$ cat config.mk
export PLATFORM = sky130hd
export DESIGN_NAME = rng_card_dealer
export DESIGN_NICKNAME = d
export VERILOG_FILES = /design/src/rtl/rng_card_dealer.sv
export SDC_FILE = /design/constraint.sdc
export NUM_CORES = 1
export LEC_CHECK = 0
export BUFFER_PORTS_ARGS = -buffer_cell sky130_fd_sc_hd__buf_2
export CAP_MARGIN = 20
export CELL_PAD_IN_SITES_DETAIL_PLACEMENT = 1
export CELL_PAD_IN_SITES_GLOBAL_PLACEMENT = 1
export CORE_MARGIN = 2
export CORE_UTILIZATION = 40
export CTS_CLUSTER_DIAMETER = 100
export DETAILED_ROUTE_END_ITERATION = 16
export GPL_TIMING_DRIVEN = 0
export PLACE_DENSITY_LB_ADDON = 0.1
export REMOVE_ABC_BUFFERS = 1
export SETUP_SLACK_MARGIN = 0.05
export SLEW_MARGIN = 10
export SYNTH_ARGS = -nofsm -noshare
export SYNTH_HDL_FRONTEND = slang
export SYNTH_SLANG_ARGS = --single-unit
$ cat constraint.sdc
create_clock -name clk_i -period 2.95 [get_ports clk_i]
set_input_delay 0.885 -clock clk_i [delete_from_list [all_inputs] [get_ports clk_i]]
set_output_delay 0.885 -clock clk_i [all_outputs]
set_load 0.03 [all_outputs]
$ cat src/rtl/rng_card_dealer.sv
// rtl/rng_card_dealer.sv - deals source cards round-robin into hands and keeps per-hand point totals
module rng_card_dealer #(
   parameter int NUM_PLAYERS      = 4,
   parameter int CARDS_PER_PLAYER = 2,
   parameter int TIMEOUT_CYCLES   = 16,
   parameter int MAX_RETRY        = 3
) (
   input  logic                     clk_i,
   input  logic                     rst_i,
   input  logic                     deal_start_i,
   output logic                     request_card_o,
   input  logic [7:0]               card_i,
   input  logic                     card_valid_i,
   output logic                     busy_o,
   output logic                     done_o,
   output logic                     error_o,
   output logic                     dealt_valid_o,
   output logic [7:0]               dealt_card_o,
   output logic [2:0]               dealt_player_o,
   output logic [2:0]               dealt_slot_o,
   output logic [8*NUM_PLAYERS-1:0] totals_o
);

   localparam int TW = (TIMEOUT_CYCLES > 2) ? $clog2(TIMEOUT_CYCLES) : 1;
   localparam int RW = $clog2(MAX_RETRY + 1);
   // WAIT gives up on the edge where the counter would reach TIMEOUT_CYCLES-1,
   // so the retry request lands exactly TIMEOUT_CYCLES cycles after the previous one.
   localparam logic [TW-1:0] TMO_LAST    = TW'(TIMEOUT_CYCLES - 2);
   localparam logic [RW-1:0] RETRY_LIMIT = RW'(MAX_RETRY);
   localparam logic [2:0]    LAST_PLAYER = 3'(NUM_PLAYERS - 1);
   localparam logic [2:0]    LAST_SLOT   = 3'(CARDS_PER_PLAYER - 1);

   typedef enum logic [1:0] {IDLE, REQ, WAIT, DONE} state_t;

   state_t          state_q;
   logic            request_q, busy_q, done_q, error_q, dealt_valid_q;
   logic [7:0]      dealt_card_q;
   logic [2:0]      dealt_player_q, dealt_slot_q;
   logic [2:0]      player_q, slot_q;
   logic [TW-1:0]   tmo_q;
   logic [RW-1:0]   retry_q;
   logic [7:0]      totals_q [NUM_PLAYERS];

   logic [3:0]      rank;
   logic            rank_ok;
   logic            last_card;
   logic [RW-1:0]   retry_d;
   logic [7:0]      points_d;

   // Card decode: legality, point value and end-of-deal detection
   always_comb begin
      rank      = card_i[3:0];
      rank_ok   = (rank != 4'd0) && (rank <= 4'd13);
      points_d  = (rank > 4'd10) ? 8'd10 : {4'd0, rank};
      retry_d   = retry_q + 1'b1;
      last_card = (player_q == LAST_PLAYER) && (slot_q == LAST_SLOT);
   end

   // Deal FSM with registered outputs, hand position, retry and timeout tracking
   always_ff @(posedge clk_i) begin
      if (rst_i) begin
         state_q        <= IDLE;
         request_q      <= 1'b0;
         busy_q         <= 1'b0;
         done_q         <= 1'b0;
         error_q        <= 1'b0;
         dealt_valid_q  <= 1'b0;
         dealt_card_q   <= 8'd0;
         dealt_player_q <= 3'd0;
         dealt_slot_q   <= 3'd0;
         player_q       <= 3'd0;
         slot_q         <= 3'd0;
         tmo_q          <= '0;
         retry_q        <= '0;
         for (int p = 0; p < NUM_PLAYERS; p++) totals_q[p] <= 8'd0;
      end else begin
         request_q     <= 1'b0;
         done_q        <= 1'b0;
         dealt_valid_q <= 1'b0;
         case (state_q)
            IDLE: begin
               if (deal_start_i) begin
                  state_q        <= REQ;
                  request_q      <= 1'b1;
                  busy_q         <= 1'b1;
                  error_q        <= 1'b0;
                  dealt_card_q   <= 8'd0;
                  dealt_player_q <= 3'd0;
                  dealt_slot_q   <= 3'd0;
                  player_q       <= 3'd0;
                  slot_q         <= 3'd0;
                  retry_q        <= '0;
                  for (int p = 0; p < NUM_PLAYERS; p++) totals_q[p] <= 8'd0;
               end
            end
            REQ: begin
               tmo_q   <= '0;
               state_q <= WAIT;
            end
            WAIT: begin
               tmo_q <= tmo_q + 1'b1;
               if (card_valid_i && rank_ok) begin
                  dealt_valid_q  <= 1'b1;
                  dealt_card_q   <= card_i;
                  dealt_player_q <= player_q;
                  dealt_slot_q   <= slot_q;
                  retry_q        <= '0;
                  for (int p = 0; p < NUM_PLAYERS; p++)
                     if (player_q == 3'(p)) totals_q[p] <= totals_q[p] + points_d;
                  if (player_q == LAST_PLAYER) begin
                     player_q <= 3'd0;
                     slot_q   <= slot_q + 3'd1;
                  end else begin
                     player_q <= player_q + 3'd1;
                  end
                  if (last_card) begin
                     state_q <= DONE;
                     done_q  <= 1'b1;
                  end else begin
                     state_q   <= REQ;
                     request_q <= 1'b1;
                  end
               end else if (card_valid_i || (tmo_q == TMO_LAST)) begin
                  retry_q <= retry_d;
                  if (retry_d == RETRY_LIMIT) begin
                     state_q <= IDLE;
                     error_q <= 1'b1;
                     busy_q  <= 1'b0;
                  end else begin
                     state_q   <= REQ;
                     request_q <= 1'b1;
                  end
               end
            end
            DONE: begin
               state_q <= IDLE;
               busy_q  <= 1'b0;
            end
            default: state_q <= IDLE;
         endcase
      end
   end

   assign request_card_o = request_q;
   assign busy_o         = busy_q;
   assign done_o         = done_q;
   assign error_o        = error_q;
   assign dealt_valid_o  = dealt_valid_q;
   assign dealt_card_o   = dealt_card_q;
   assign dealt_player_o = dealt_player_q;
   assign dealt_slot_o   = dealt_slot_q;

   for (genvar g = 0; g < NUM_PLAYERS; g++) begin : g_totals
      assign totals_o[8*g +: 8] = totals_q[g];
   end

endmodule

==> reports/summary.md <==
* finished, final reports clean — run status
* 9.583 sq um — average cell area after synthesis
* 829.4 ps — transition time of the tightest slew-check pin
* 9.755 ps — setup skew after layout
* 2840 ps — Crit path arrival time
* 3651 sq um — total standard cell area after synthesis
* 34 — site row count
* 0 — post-detailed-route count of antenna-violating nets
* 1047 — Filler Cells Inserted
* 9907 sq um — die outline area
* 9 — number of buffers added by the clock tree synthesis step
* false — RSZ-0062 raised after global routing
* 6 — r2r worst-path depth
* 6192 um — HPWL after DPL
* 67 — DR iter-0 viols
* 61 x buf_2, 50 x nor2_1, 41 x dfxtp_1, 30 x a21oi_1, 25 x nand2_1 — commonest cells after routing, fill and taps aside
* 0 — final setup vio count
* 467.0 ps — final hold slack
* 2950 — number of global-route vias before repair
* 65 — number of register bits inferred by synthesis
* 18.35% — overall track demand over capacity in global routing
* 43.99% — worst slew margin relative to its limit
* 8635 um — overall routed net length
* 2 — number of cells on the worst hold path
* 2 — worst-case clock buffer depth
* 0 — DRC
* totals_q[3][0]$_SDFFCE_PN0P_ — RR Endpoint
* 62 — IO buf count
* 41.46% — starting density of the core
* 2731 ps — shortest period the worst path allows
* 63 — top-level I/O count
* reg -> reg — classification of the worst-slack hold path
* 70 ps — clock slew at the register clock pins of the worst setup and hold paths
* 0 — hold buffers post-CTS
* 38.8% — Sequential Power Share
* in -> reg — type of the worst setup path
* state_q[0]$_SDFFE_PP0P_ — reg-to-reg critical path startpoint
* 35 — maximum number of pins on one net before global-route repair
* 42.22% — share of the yosys chip area belonging to registers
* 14270 um — wire length of the first global-routing pass
* 20.27% — share of layout cells above drive strength 1
* 5.217 — detailed-route vias per instance
* 1.828 mW — internal cell power
* clkbuf_8 — library cell used as clock root buffer
* 92.59% — post-route clock period utilization
* 8806 sq um — Core Area
* 0 — number of antenna violations at the first check in global routing
* 3 — # H-tree levels
* 679.8 nW/um^2 — cell area power density
* 381 — number of instances in the synthesized netlist
* 16.90% — synth-to-layout area growth
* card_i[3] — start point of the critical path
* 0.7919 — GPL Wtd Cong
* 36.99% — Sw Ratio
* 0 — max-capacitance violation count
* input pin — startpoint type of the worst setup path
* 0 — final hold viol count
* done — CTS tree
* 99.54 um — horizontal die dimension
* 1.847 nW — Leakage Power
* 366.1 MHz — achievable clock frequency
* flop — Worst setup EP type
* 4268 sq um — post-route cell area
* 34.1% — part of the power in combinational logic
* 27.0% — Clock power frac
* 0 — Max Slew Vio Count
* 350 ps — insertion delay to the later sink of the worst-skew pair
* 15.50 um — WL per Instance
* buf_2 — most common library cell in the layout ignoring fill and taps
* 65 — TritonCTS sink count
* 0 — number of antenna cells inserted
* dfxtp_1 — ys flop type
* 11 — peak fanout along the critical path
* 24 — number of enable flip-flop cells after synthesis
* 99.54 um — die extent in y
* 0 — synthesis warning total
* 4 — total iterations of the first detailed-routing run
* 1.073 mW — switching component of the power
* 0% — fraction of registers with async set/reset
* totals_q[0][4]$_SDFFCE_PN0P_ — end point of the critical path
* 4026 sq um — placement-stage cell area
* 485 — Final Net Count
* 3060 ps — critical path data required time
* 51 — distinct cell type count of the synthesized netlist
* 370 ps — flop-to-flop setup slack
* 0.2748 mV — worst supply voltage drop on vdd
* 0 — overflow left after global routing
* 2906 — total vias in the final route
==> synthesized netlist by cell type (8+ instances only) <==
cell | instances | area, sq um
nand2_1 | 25 | 93.84
o21ai_0 | 15 | 75.07
edfxtp_1 | 24 | 720.7
nor2_1 | 50 | 187.7
nand3_1 | 8 | 40.04
ha_1 | 25 | 312.8
xnor2_1 | 14 | 122.6
and2_1 | 11 | 68.82
mux2i_1 | 15 | 150.1
or3_1 | 9 | 56.30
and3_1 | 8 | 50.05
inv_1 | 19 | 71.32
dfxtp_1 | 41 | 820.8
a21oi_1 | 32 | 160.2
==> stage by stage <==
stage | setup WS (ps) | total power [mW] | utilization (%) | TNS [ps] | instances
2_1_floorplan | -264.6 | 1.838 | - | -2849 | 366
5_1_grt | 86.69 | 3.077 | 48.47 | 0 | 557
6_report | 218.6 | 2.901 | 48.47 | 0 | 557
3_3_place_gp | -967.9 | 2.079 | 45.47 | -26940 | 536
4_1_cts | 76.24 | 2.943 | 48.39 | 0 | 557
3_5_place_dp | -631.4 | 2.129 | 45.72 | -17020 | 537
==> sequential cells by signal (all words and copies together), names as in the netlist <==
register,cells
totals_q,32
dealt_card_o,8
tmo_q,4
dealt_player_o,3
dealt_slot_o,3
player_q,3
slot_q,3
retry_q,2
state_q,2
busy_o,1
dealt_valid_o,1
done_o,1
error_o,1
request_card_o,1
==> power by group through the flow <==
stage	Sequential, mW	Clock, mW	Combinational [mW]
CTS	1.13	0.812	1.00
finish	1.13	0.784	0.991
global route	1.15	0.841	1.09
floorplan	1.28	0	0.555
global placement	1.14	0	0.936
detailed placement	1.15	0	0.981
==> layer usage <==
metal | global-route usage, % | routed length, um
met5 | 0 | 0
met1 | 22.44 | 3977
met4 | 7.587 | 195
met2 | 30.98 | 4153
met3 | 4.427 | 308
==> cell type report <==
type / instances / area [sq um] / share of cell area [%]
Multi-Input combinational cell: 282 / 1963 / 46.00
Sequential cell: 65 / 1541 / 36.12
Timing Repair Buffer: 67 / 357.8 / 8.385
Clock buffer: 13 / 158.9 / 3.723
Tap cell: 108 / 135.1 / 3.166
Inverter: 19 / 71.32 / 1.671
Clock inverter: 3 / 40.04 / 0.9381
==> worst min path at each step <==
stage | end | startpoint | slack, ps
final | retry_q[0]$_SDFFE_PP0P_ | retry_q[0]$_SDFFE_PP0P_ | 470
after global routing | retry_q[0]$_SDFFE_PP0P_ | retry_q[0]$_SDFFE_PP0P_ | 500
after CTS | retry_q[0]$_SDFFE_PP0P_ | retry_q[0]$_SDFFE_PP0P_ | 470
after detailed placement | retry_q[0]$_SDFFE_PP0P_ | retry_q[0]$_SDFFE_PP0P_ | 460
after global placement | retry_q[0]$_SDFFE_PP0P_ | retry_q[0]$_SDFFE_PP0P_ | 440
after floorplan | retry_q[0]$_SDFFE_PP0P_ | retry_q[0]$_SDFFE_PP0P_ | 430
==> worst max-delay path, cell delays in order <==
cell     delay (ps)
buf_4           180
o21ai_0         110
and2_1          220
ha_1            230
fa_1            400
maj3_1          380
a21oi_2         200
xor2_1          170
nor2_1           50
==> cell families (layout without fill, tap and decap cells) <==
logic type	count (synthesis)	after routing	synth area share [%]
XOR/XNOR	21	21	5.038
AND/OR/NAND/NOR	134	134	18.61
adder cells (fa/ha/maj)	36	36	12.68
flip-flops	65	65	42.22
buffers and inverters	34	102	4.489
AO/OA/AOI/OAI	76	76	12.85
multiplexers	15	15	4.112
==> timing repair <==
item | CTS | global route
setup buffers | 4 | 0
endpoints found under the hold margin | 0 | 0
pin swaps | 1 | 1
gates cloned | 0 | 0
gates resized for setup | 2 | 3
setup endpoints to repair | 49 | 8
Power figures use the tool's default switching activity.
